**config.mk**
```make
export PLATFORM = sky130hd
export DESIGN_NAME = reg_bridge_flat
export DESIGN_NICKNAME = d
export VERILOG_FILES = /design/src/rtl/reg_bridge_pkg.sv /design/src/rtl/reg_bridge_if.sv /design/src/rtl/reg_bridge_decoder.sv /design/src/rtl/reg_bridge.sv /design/src/flat_wrapper.sv
export SDC_FILE = /design/constraint.sdc
export NUM_CORES = 1
export LEC_CHECK = 0
export BUFFER_PORTS_ARGS = -buffer_cell sky130_fd_sc_hd__buf_2
export CAP_MARGIN = 20
export CORE_MARGIN = 10
export CORE_UTILIZATION = 46
export DETAILED_ROUTE_END_ITERATION = 6
export PLACE_DENSITY_LB_ADDON = 0.08
export SYNTH_ARGS = -nofsm -noshare
export SYNTH_HDL_FRONTEND = slang
export SYNTH_HIERARCHICAL = 1
export SYNTH_SLANG_ARGS = --single-unit
```
**constraint.sdc**
```tcl
create_clock -name clk -period 3.55 [get_ports clk]
set_input_delay 0.1775 -clock clk [delete_from_list [all_inputs] [get_ports clk]]
set_output_delay 0.1775 -clock clk [all_outputs]
set_load 0.03 [all_outputs]
```
**src/rtl/reg_bridge_pkg.sv**
```systemverilog
// Shared types and constants for the register bridge: FSM states,
// bus response codes and the bus data width.
package reg_bridge_pkg;

  localparam int unsigned DATA_W = 32;

  localparam logic [1:0] RESP_OKAY   = 2'b00;
  localparam logic [1:0] RESP_SLVERR = 2'b10;

  typedef enum logic [1:0] {
    IDLE,
    ACCESS,
    RESP
  } state_t;

endpackage

```
**src/rtl/reg_bridge_if.sv**
```systemverilog
// Memory-mapped bus between a system master and the register bridge.
interface reg_bridge_if #(
  parameter int unsigned ADDR_W = 4
);
  import reg_bridge_pkg::*;

  logic [ADDR_W-1:0] address;
  logic              write;
  logic [DATA_W-1:0] writedata;
  logic              read;
  logic              waitrequest;
  logic [DATA_W-1:0] readdata;
  logic              readdatavalid;
  logic [1:0]        response;

  modport master (
    output address, write, writedata, read,
    input  waitrequest, readdata, readdatavalid, response
  );

  modport slave (
    input  address, write, writedata, read,
    output waitrequest, readdata, readdatavalid, response
  );

endinterface

```
**src/rtl/reg_bridge_decoder.sv**
```systemverilog
// Turns a captured word address plus enable into a one-hot register
// select, flagging addresses beyond the decoded register range.
module reg_decoder #(
  parameter int unsigned REGS   = 3,
  parameter int unsigned ADDR_W = 4
) (
  input  logic [ADDR_W-1:0] addr,
  input  logic              en,
  output logic [REGS-1:0]   onehot,
  output logic              out_of_range
);

  always_comb begin
    out_of_range = (32'(addr) >= REGS);
    onehot       = '0;
    for (int unsigned i = 0; i < REGS; i++) begin
      onehot[i] = en && !out_of_range && (32'(addr) == i);
    end
  end

endmodule

```
**src/rtl/reg_bridge.sv**
```systemverilog
// Bus-to-core register bridge: accepts one request in IDLE, strobes the
// addressed core register in ACCESS, and returns read data in RESP.
module reg_bridge
  import reg_bridge_pkg::*;
#(
  parameter int unsigned REGS   = 3,
  parameter int unsigned ADDR_W = 4
) (
  input  logic                       clk,
  input  logic                       reset_n,
  reg_bridge_if.slave                bus,
  output logic [DATA_W-1:0]          core_data_in,
  input  logic [REGS-1:0][DATA_W-1:0] core_data_out,
  output logic [REGS-1:0]            core_write_en,
  output logic [REGS-1:0]            core_read_en,
  input  logic                       core_irq,
  output logic                       irq
);

  state_t            state;
  logic [ADDR_W-1:0] addr_q;
  logic [DATA_W-1:0] wdata_q;
  logic              rd_q;
  logic              bad_q;

  logic              dec_en;
  logic [REGS-1:0]   sel;
  logic              oor;
  logic [DATA_W-1:0] rd_mux;

  // A simultaneous read+write is served as an erroring read, so it never selects a register.
  assign dec_en = (state == ACCESS) && !bad_q;

  reg_decoder #(
    .REGS   (REGS),
    .ADDR_W (ADDR_W)
  ) u_decoder (
    .addr         (addr_q),
    .en           (dec_en),
    .onehot       (sel),
    .out_of_range (oor)
  );

  always_comb begin
    bus.waitrequest = (state != IDLE);
    core_write_en   = rd_q ? '0 : sel;
    core_read_en    = rd_q ? sel : '0;
    core_data_in    = (state == ACCESS && !rd_q && !oor) ? wdata_q : '0;
    rd_mux          = '0;
    for (int unsigned i = 0; i < REGS; i++) begin
      if (sel[i]) rd_mux = rd_mux | core_data_out[i];
    end
  end

  always_ff @(posedge clk or negedge reset_n) begin
    if (!reset_n) begin
      state             <= IDLE;
      addr_q            <= '0;
      wdata_q           <= '0;
      rd_q              <= 1'b0;
      bad_q             <= 1'b0;
      bus.readdata      <= '0;
      bus.readdatavalid <= 1'b0;
      bus.response      <= RESP_OKAY;
      irq               <= 1'b0;
    end else begin
      irq               <= core_irq;
      bus.readdata      <= '0;
      bus.readdatavalid <= 1'b0;
      bus.response      <= RESP_OKAY;
      case (state)
        IDLE: begin
          if (bus.read || bus.write) begin
            addr_q  <= bus.address;
            wdata_q <= bus.writedata;
            rd_q    <= bus.read;
            bad_q   <= bus.read && bus.write;
            state   <= ACCESS;
          end
        end
        ACCESS: begin
          if (rd_q) begin
            bus.readdatavalid <= 1'b1;
            bus.readdata      <= rd_mux;
            bus.response      <= (bad_q || oor) ? RESP_SLVERR : RESP_OKAY;
            state             <= RESP;
          end else begin
            state <= IDLE;
          end
        end
        RESP:    state <= IDLE;
        default: state <= IDLE;
      endcase
    end
  end

endmodule

```
**src/flat_wrapper.sv**
```systemverilog
// flat-port wrapper written by rule: the top's interface ports become plain ports
module reg_bridge_flat import reg_bridge_pkg::*;
#(
  parameter int unsigned REGS   = 3,
  parameter int unsigned ADDR_W = 4
)
  (clk, reset_n, core_data_in, core_data_out, core_write_en, core_read_en, core_irq, irq, bus_address, bus_write, bus_writedata, bus_read, bus_waitrequest, bus_readdata, bus_readdatavalid, bus_response);
  reg_bridge_if #(.ADDR_W(ADDR_W)) bus_i ();
  input  logic clk;
  input  logic reset_n;
  output logic [DATA_W-1:0] core_data_in;
  input  logic [REGS-1:0][DATA_W-1:0] core_data_out;
  output logic [REGS-1:0] core_write_en;
  output logic [REGS-1:0] core_read_en;
  input  logic core_irq;
  output logic irq;
  input wire logic [$bits(bus_i.address)-1:0] bus_address;
  input wire logic [$bits(bus_i.write)-1:0] bus_write;
  input wire logic [$bits(bus_i.writedata)-1:0] bus_writedata;
  input wire logic [$bits(bus_i.read)-1:0] bus_read;
  output wire logic [$bits(bus_i.waitrequest)-1:0] bus_waitrequest;
  output wire logic [$bits(bus_i.readdata)-1:0] bus_readdata;
  output wire logic [$bits(bus_i.readdatavalid)-1:0] bus_readdatavalid;
  output wire logic [$bits(bus_i.response)-1:0] bus_response;
  assign bus_i.address = bus_address;
  assign bus_i.write = bus_write;
  assign bus_i.writedata = bus_writedata;
  assign bus_i.read = bus_read;
  assign bus_waitrequest = bus_i.waitrequest;
  assign bus_readdata = bus_i.readdata;
  assign bus_readdatavalid = bus_i.readdatavalid;
  assign bus_response = bus_i.response;
  reg_bridge #(.REGS(REGS), .ADDR_W(ADDR_W)) u_core (.clk(clk), .reset_n(reset_n), .bus(bus_i), .core_data_in(core_data_in), .core_data_out(core_data_out), .core_write_en(core_write_en), .core_read_en(core_read_en), .core_irq(core_irq), .irq(irq));
endmodule
```
==> impl_metrics.tcl, run 1 <==
set metrics [dict create \
    status "finished with violations" \
    violations "negative hold slack" \
    hold_path_class "in -> async" \
    viasPerCell 5.13 \
    critPathArrivalTime_ps 2180 \
    start_util 0.482 \
    area_growth_pct 37.6 \
    clk_path_buf_depth 2 \
    finalNonFillerCells 565 \
    critical_path_class "reg -> out" \
    ys_seq_elements 75 \
    synthArstFlopShare 1.00 \
    whs_ps -48.5 \
    start_kind "register" \
    synth_common_cells "dfrtp_1 (75), and2_1 (35), nor2_1 (35)" \
    synth_fp_nets 398 \
    root_buffer "clkbuf_8" \
    wl_per_cell_um 19.6 \
    avgSynthCellArea_um2 12.8 \
    num_rows 30 \
    drv_slew 0 \
    io_buffers 210 \
    syn_area_um2 3330 \
    synthDistinctLibCells 27 \
    fp.coreArea_um2 6910 \
    cts_made_buffers 9 \
    dr.pass1.iters 6 \
    endpoint "core_write_en[2]" \
    reg2reg_depth 6 \
    timing.fmax_ghz 0.423 \
    fillers 595 \
    grt_max_degree 76 \
    setup_viol 0 \
    ir_worst_vdd_v 0.000549 \
    synth_top_area_share 0.563 \
    powerDensity_nw_per_um2 635 \
    slowest_stage "and4b_1" \
    drt.antenna.violating_nets 0 \
    clk_latency_ps 340 \
    grt_usage 0.196 \
    cp-startpoint "u_core/state[1]" \
    dpl.cell_count 548 \
    ys_top_cells_by_area "dfrtp_1 (56%), a222oi_1 (9.6%), mux2_4 (9.0%)" \
    seq_area_frac_synth 0.563 \
    multi_input_area_um2 1280 \
    synthCells 261 \
    worst-path-max-fanout 19 \
    vias 2898 \
    finalPower_mw 2.91 \
    cts.clk_slew.worst_paths_ps 70 \
    register_area_um2 1880 \
    r2r-start "u_core/state[1]" \
    drive_gt1_frac 0.546 \
    cts_post_setup_buffers_inserted 0 \
    drc 0 \
    post-route-min-period_ps 2360 \
    hold_violations 23 \
    antenna_found_initial 0 \
    nets 602 \
    cap_violations 0 \
    die_h_um 105 \
    rsz0062_at_grt "no" \
    routabilityCongestion 0.828 \
    die-area_um2 11000 \
    r2r_slack_ps 1480 \
    required_ps 3370 \
    relSlewSlack 0.369 \
    cpPeakStageDelay_ps 700 \
    finClkSkew_ps 6.48 \
    fin_ws_ps 1190 \
    synth_top_area_cell "dfrtp_1" \
    grt_pass1_vias 3043 \
    h-tree-depth 3 \
    finalWirelength_mm 11.1 \
    drt_iter0_markers 190 \
    synth.most_common_cell "dfrtp_1" \
    rr_endpoint "u_core/bus.readdata[28]" \
    synth_edf_count 0 \
    clkSinkCount 75 \
    cts_tree "done" \
    ys.flop_type "dfrtp_1" \
    ctsResizeCount 0 \
    yosys_warnings 6 \
    cp-end-kind "primary output" \
    diodes 0 \
    die_x_um 105 \
    timing.setup.tns_ps 0 \
    cp_cell_sequence "nand2b_1, nor2_1, and4b_1, nor2b_1, buf_2" \
    p_leak_nw 2.51 \
    post-route-period-util 0.665 \
    ios 212 \
    gr-total-overflow 0 \
    grt_pass1_wl_mm 17.4 \
    worst_pin_slew_ps 947 \
    dp_worst_setup_slack_ps 1510 \
    dp_hpwl_mm 8.58 \
]
-- where the power goes --
group          total, mW  switching, mW  leakage, nW  internal [mW]
registers           1.25          0.137        0.954           1.11
logic               1.10          0.566         1.47          0.533
clock network      0.558          0.292       0.0860          0.266
-- kinds of logic (layout without fill, tap and decap cells) --
family / count (synthesis) / in the layout / synth area share
other cells: 1 / 1 / 0.00113
compound gates: 35 / 35 / 0.103
flops: 75 / 75 / 0.563
buf+inv: 29 / 237 / 0.0511
simple gates: 85 / 85 / 0.137
mux: 36 / 36 / 0.144
-- critical path, delay by kind of cell, from the launching register on --
kind                   cells  cell delay [ps]
AND/OR/NAND/NOR            4             1240
flip-flops                 1              410
buffers and inverters      1              210
-- timing repair --
item	CTS	global route
hold endpoints to repair	1	0
hold buffers	1	0
setup endpoints to repair	0	0
-- placed cells by master, fill, tap and decap left out, drive strengths merged, types with 3 or more instances in the layout --
cell type / Yosys / routed
nand2: 3 / 3
mux2: 36 / 36
dfrtp: 75 / 75
nor2: 37 / 37
inv: 5 / 5
buf: 9 / 216
a222oi: 32 / 32
clkbuf: 15 / 12
and2: 35 / 35
clkinv: 0 / 3
nor2b: 3 / 3
-- worst min path at each step --
stage          slack [ps]  cells past startpoint                       to     start
2_1_floorplan        -120                      0         u_core/addr_q[0]   reset_n
3_3_place_gp          290                      1               u_core/irq  core_irq
3_5_place_dp          290                      1               u_core/irq  core_irq
4_1_cts                10                      1  u_core/bus.readdata[26]   reset_n
5_1_grt                50                      1  u_core/bus.readdata[26]   reset_n
6_report              -50                      1        u_core/wdata_q[8]   reset_n
-- layout make-up --
type,count,share of cell area
Multi-Input combinational cell,157,0.280
Clock buffer,12,0.0317
Clock inverter,3,0.00328
Tap cell,96,0.0262
Timing Repair Buffer,217,0.245
Sequential cell,75,0.410
Inverter,5,0.00410
-- routing by layer --
metal / vias up / part of all wire / GRT usage / wire length, µm
met5: - / 0 / 0 / 0
li1: 1343 / - / - / -
met2: 124 / 0.53 / 0.353 / 5930
met3: 9 / 0.070 / 0.0504 / 776
met4: 0 / 0.0073 / 0.0529 / 81
met1: 1422 / 0.39 / 0.224 / 4310
-- metrics by stage --
stage	hold slack [ps]	util	cell area, µm²
after global placement	289	0.636	4390
final	-48.5	0.663	4580
after CTS	14.0	0.661	4560
after global routing	46.4	0.663	4580
after detailed placement	291	0.636	4390
after floorplan	-118	-	3330
-- state kept, by name, indices dropped and copies added, names as in the netlist --
register	flops
u_core/irq	1
u_core/bad_q	1
u_core/bus.readdata	32
u_core/addr_q	4
u_core/state	2
u_core/bus.response	1
u_core/rd_q	1
u_core/wdata_q	32
u_core/bus.readdatavalid	1
No activity file was read; power rests on OpenSTA's default activity.
==> inputs of run 2 (changes only) <==
--- a/config.mk
+++ b/config.mk
@@ -8,7 +8,7 @@
 export BUFFER_PORTS_ARGS = -buffer_cell sky130_fd_sc_hd__buf_2
 export CAP_MARGIN = 20
 export CORE_MARGIN = 10
-export CORE_UTILIZATION = 46
+export CORE_UTILIZATION = 38
 export DETAILED_ROUTE_END_ITERATION = 6
 export PLACE_DENSITY_LB_ADDON = 0.08
 export SYNTH_ARGS = -nofsm -noshare
==> constraint.sdc (replaced) <==
create_clock -name clk -period 1.95 [get_ports clk]
set_input_delay 0.0975 -clock clk [delete_from_list [all_inputs] [get_ports clk]]
set_output_delay 0.0975 -clock clk [all_outputs]
set_load 0.03 [all_outputs]
==> run 2 against run 1 <==
Net effect:
- the run ends with design-rule violations left
- clock skew up 3.3 ps
- first-iteration DRC count up 94%
- clock-buffer cell count shrank 2
- final area grew 24%
- highest routed layer unchanged
- non-clock buffer count is 80 higher
- combinational power increased by 120%
- critical endpoint is now core_read_en[2]
- wire length is 12% higher
- setup slack got worse by 1100 ps
- total power up 110%
- via count rose by 12%
- critical path depth is the same
==> impl_metrics.tcl, run 2 (same netlist as run 1, synthesis figures left out) <==
set metrics [dict create \
    status "finished with violations" \
    violations "design-rule violations" \
    drc 4 \
    routabilityCongestion 0.753 \
    setup_viol 0 \
    timing.fmax_ghz 0.542 \
    start_util 0.386 \
    top_regs "u_core/bus.readdata: 32 flops, u_core/wdata_q: 32 flops, u_core/addr_q: 4 flops" \
    worst-path-buf-inv 2 \
    fp.coreArea_um2 8640 \
    rr_endpoint "u_core/bus.readdata[13]" \
    mostFrequentLayoutCells "buf_2 (176), dfrtp_1 (74), dlygate4sd3_1 (66), buf_4 (45), and2_1 (35)" \
    vias 3240 \
    slowest_stage "dfrtp_1" \
    ios 212 \
    grt_pass1_wl_mm 18.8 \
    critPathArrivalTime_ps 1750 \
    switchingPower_mw 1.99 \
    grt_usage 0.184 \
    hold_end "u_core/bad_q" \
    h-tree-depth 3 \
    powerDensity_nw_per_um2 1060 \
    die_h_um 114 \
    cp-end-kind "primary output" \
    critPathTopFamily "simple AND/OR/NAND/NOR gates" \
    die-area_um2 12900 \
    grt_max_degree 46 \
    io_buffers 210 \
    cts_made_buffers 9 \
    cp_cell_sequence "nor2_4, buf_4, and4b_2, and2_1, buf_2" \
    required_ps 1850 \
    antenna_found_initial 0 \
    finalWirelength_mm 12.4 \
    ir_worst_vdd_v 0.000438 \
    timing.setup.tns_ps 0 \
    critical_path_class "reg -> out" \
    diodes 0 \
    r2r-start "u_core/state[0]" \
    dr.pass1.iters 7 \
    finClkSkew_ps 9.78 \
    combPwrFrac 0.396 \
    swShare 0.330 \
    cap_violations 0 \
    drt_iter0_markers 368 \
    cpPeakStageDelay_ps 410 \
    clkSinkCount 75 \
    dp_hpwl_mm 8.40 \
    drive_gt1_frac 0.511 \
    hold_path_class "in -> reg" \
    die_x_um 114 \
    layout_commonest_cell "buf_2" \
    root_buffer "clkbuf_8" \
    hold_depth 3 \
    finalPower_mw 6.02 \
    p_leak_nw 2.93 \
    start_kind "register" \
    nets 682 \
    min_from "bus_write" \
    grt_pass1_vias 3496 \
    drt.antenna.violating_nets 0 \
    clk_latency_ps 340 \
    post-route-min-period_ps 1850 \
    area_growth_pct 70.5 \
    worst-path-max-fanout 7 \
    viasPerCell 4.92 \
    cts.clk_slew.worst_paths_ps 80 \
    num_rows 34 \
    reg2reg_depth 7 \
    gr-total-overflow 0 \
    cts_tree "done" \
    internal_power_mw 4.04 \
    clk_path_buf_depth 2 \
    hold_violations 0 \
    p_seq_frac 0.381 \
    r2r_slack_ps 130 \
    pwr-share-clk 0.222 \
    wl_per_cell_um 18.8 \
    drv_slew 0 \
    post-route-period-util 0.946 \
    rsz0062_at_grt "yes" \
]
==> run 2: cell types whose count changed in the layout (fill, tap and decap cells not counted), sizes merged <==
| cell | before | now |
|---|---|---|
| bufinv | 0 | 2 |
| dlygate4sd3 | 1 | 66 |
| clkinv | 3 | 2 |
| clkinvlp | 0 | 2 |
| bufbuf | 0 | 3 |
| buf | 216 | 228 |
| clkbuf | 12 | 10 |
==> run 2: power by group through the flow <==
stage	combinational [mW]	clock, mW	sequential (mW)
2_1_floorplan	1.53	0	2.33
3_5_place_dp	2.08	0	2.30
3_3_place_gp	2.05	0	2.28
6_report	2.39	1.34	2.30
5_1_grt	2.57	1.45	2.37
4_1_cts	2.35	1.38	2.28
==> run 2: how the worst max path moves through the flow <==
stage | to | slack [ps] | from | depth (start not counted)
after floorplan | core_write_en[2] | 10 | u_core/state[1] | 6
after global placement | core_data_in[18] | 260 | u_core/addr_q[3] | 6
after detailed placement | u_core/bus.readdata[25] | 260 | u_core/state[1] | 6
after CTS | core_data_in[1] | 0.6 | u_core/addr_q[2] | 7
after global routing | core_data_in[20] | -10 | u_core/addr_q[2] | 7
final | core_read_en[2] | 100 | u_core/addr_q[2] | 5
==> run 2: metal layers <==
| metal | up-vias | GRT usage | share of wire |
|---|---|---|---|
| met5 | - | 0 | 0 |
| met3 | 14 | 0.0919 | 0.11 |
| li1 | 1510 | - | - |
| met2 | 173 | 0.296 | 0.49 |
| met1 | 1543 | 0.207 | 0.39 |
| met4 | 0 | 0.0618 | 0.013 |
==> run 2: final cells by class <==
class                      count  area, µm²
sequential                    75       1880
inverter                       5       18.8
clock inverter                 6       88.8
multi-input combinational    157       1320
fill                         667       2960
timing repair buffer         297       2100
clock buffer                  10        138
tap                          108        135
==> run 2: per-stage QoR <==
step / worst slack [ps] / hold WS (ps) / cells / utilization / instance area (µm²)
after floorplan: 12.9 / -198 / 261 / - / 3330
after global placement: 255 / 55.5 / 564 / 0.521 / 4500
after detailed placement: 255 / 60.7 / 564 / 0.521 / 4500
after CTS: 0.604 / 0.206 / 652 / 0.650 / 5610
after global routing: -11.4 / 13.5 / 658 / 0.657 / 5680
final: 105 / 20.9 / 658 / 0.657 / 5680
==> run 2: worst reg2reg max path, cell delays in order, from the launching register on <==
cell and delay, ps:
dfrtp_2 440, nand2b_4 110, nor2_4 50, and4bb_2 260, buf_4 140, bufbuf_16 280
a222oi_1 350, nor2_1 70
==> run 2: what timing repair did <==
item                                    CTS  global route
pin swaps                                 3             3
endpoints found under the setup margin   34            38
gates resized for setup                  40             7
gates cloned                              3             0
hold buffers                             65             1
endpoints found under the hold margin    88             1
buffers inserted                          4             5
==> inputs of run 3 (changes only) <==
--- a/config.mk
+++ b/config.mk
@@ -7,6 +7,7 @@
 export LEC_CHECK = 0
 export BUFFER_PORTS_ARGS = -buffer_cell sky130_fd_sc_hd__buf_2
 export CAP_MARGIN = 20
+export CORE_ASPECT_RATIO = 1.1
 export CORE_MARGIN = 10
 export CORE_UTILIZATION = 38
 export DETAILED_ROUTE_END_ITERATION = 6
==> run 3 against run 2 <==
Net effect:
- the run now ends clean
- critical path depth up 2
- largest power group unchanged
- via count down 1.4%
- register-to-register slack worse by 20 ps
- first-iteration DRC count down 46%
- highest routed layer unchanged
- combinational power down 3%
==> impl_metrics.tcl, run 3 (same netlist as run 1, synthesis figures left out) <==
set metrics [dict create \
    status "finished clean" \
    drt_iter0_markers 197 \
    place_area_um2 4490 \
    start_kind "register" \
    hold_depth 3 \
    start_util 0.394 \
    drc 0 \
    cts_made_buffers 9 \
    grt_pass1_vias 3655 \
    slowest_stage "dfrtp_1" \
    drive_gt1_frac 0.520 \
    setup_viol 0 \
    post-route-min-period_ps 1900 \
    cpPeakStageDelay_ps 410 \
    gr-total-overflow 0 \
    finalPower_mw 6.03 \
    finalNonFillerCells 649 \
    fillers 661 \
    root_buffer "clkbuf_8" \
    die_x_um 109 \
    min_from "core_data_out[77]" \
    dr.pass1.iters 6 \
    fin_area_um2 5520 \
    timing.setup.tns_ps 0 \
    clk_latency_ps 330 \
    grt_usage 0.185 \
    diodes 0 \
    cts.clk_slew.worst_paths_ps 80 \
    r2r_slack_ps 110 \
    layout_commonest_cell "buf_2" \
    finClkSkew_ps 9.70 \
    hold_path_class "in -> reg" \
    required_ps 1850 \
    critPathArrivalTime_ps 1810 \
    critPathTopFamily "simple AND/OR/NAND/NOR gates" \
    ir_worst_vdd_v 0.000455 \
    rsz0062_at_grt "yes" \
    drv_slew 0 \
    dp_hpwl_mm 8.52 \
    die_h_um 118 \
    wl_per_cell_um 19.2 \
    critical_path_class "reg -> out" \
    hold_violations 0 \
    r2r-start "u_core/state[1]" \
    grt_pass1_wl_mm 18.9 \
    nets 670 \
    register_area_um2 1880 \
    fp.coreArea_um2 8450 \
    grt_max_degree 40 \
    vias 3196 \
    routabilityCongestion 0.780 \
    dp_worst_setup_slack_ps 302 \
    antenna_found_initial 0 \
    multi_input_area_um2 1310 \
    io_buffers 210 \
    h-tree-depth 3 \
    drt.antenna.violating_nets 0 \
    mostFrequentLayoutCells "buf_2 (182), dfrtp_1 (74), dlygate4sd3_1 (53), and2_1 (35), nor2_1 (34)" \
    viasPerCell 4.92 \
    post-route-period-util 0.976 \
    fin_ws_ps 47.1 \
    finalWirelength_mm 12.5 \
    area_growth_pct 65.7 \
    powerDensity_nw_per_um2 1090 \
    p_leak_nw 2.86 \
    cp_cell_sequence "nor2_4, nand2_2, nor3_4, buf_4, buf_6, and2_1, clkbuf_4" \
    top_regs "u_core/bus.readdata: 32 flops, u_core/wdata_q: 32 flops, u_core/addr_q: 4 flops" \
    rr_endpoint "u_core/bus.readdata[30]" \
    timing.fmax_ghz 0.526 \
    clk_path_buf_depth 2 \
    dpl.cell_count 567 \
    worst-path-buf-inv 3 \
    worst-path-max-fanout 8 \
    hold_end "u_core/bus.readdata[13]" \
    cp-end-kind "primary output" \
    cts_tree "done" \
    cap_violations 0 \
    reg2reg_depth 7 \
    clkSinkCount 75 \
    die-area_um2 12900 \
    ios 212 \
    num_rows 35 \
]
## run 3: cell count changes in the layout (fill, tap and decap cells not counted), sizes merged
cell         delta
bufbuf          -1
clkinv          -1
clkbuf         +19
buf            -17
dlygate4sd3    -13
bufinv          +1
## run 3: cell type report
type / count / area share
clock buffer: 10 / 0.0231
clock inverter: 6 / 0.0206
inverter: 5 / 0.00340
multi-input combinational: 157 / 0.237
sequential: 75 / 0.340
tap: 111 / 0.0252
timing repair buffer: 285 / 0.350
## run 3: through the flow
stage,hold WS (ps),util
6_report,14.7,0.653
5_1_grt,11.9,0.653
4_1_cts,0.0782,0.634
3_5_place_dp,104,0.531
3_3_place_gp,88.9,0.531
2_1_floorplan,-198,-
## run 3: worst reg2reg max path, delay by kind of cell, from the launching register on
| family | cells | cell delay (ps) |
|---|---|---|
| simple gates | 4 | 540 |
| flops | 1 | 390 |
| buf+inv | 2 | 420 |
| compound gates | 1 | 370 |
## run 3: power by group
part | internal, mW | switching [mW] | leakage [nW]
Combinational | 1.19 | 1.12 | 1.80
Clock | 0.853 | 0.568 | 0.113
Sequential | 2.03 | 0.277 | 0.953
Total | 4.07 | 1.96 | 2.86
## run 3: layer usage
| layer | GRT usage | routed length, µm |
|---|---|---|
| met1 | 0.194 | 4480 |
| met2 | 0.301 | 6140 |
| met3 | 0.108 | 1590 |
| met4 | 0.0619 | 256 |
| met5 | 0 | 0 |
## run 3: how the worst max path moves through the flow
stage	startpoint	to	slack, ps	cells past startpoint
6_report	u_core/addr_q[2]	core_data_in[26]	50	7
5_1_grt	u_core/addr_q[2]	core_data_in[26]	-50	7
4_1_cts	u_core/addr_q[3]	core_data_in[4]	20	6
3_5_place_dp	u_core/state[1]	core_write_en[1]	300	6
3_3_place_gp	u_core/state[1]	core_write_en[1]	330	6
2_1_floorplan	u_core/state[1]	core_write_en[2]	10	6
## run 3: timing repair
item | 4_1_cts | 5_1_grt
setup buffers | 2 | 6
cloned | 2 | 3
hold buffers | 52 | 1
endpoints found under the setup margin | 31 | 35
resized for setup | 9 | 40
pin swaps | 1 | 3
hold endpoints to repair | 87 | 1
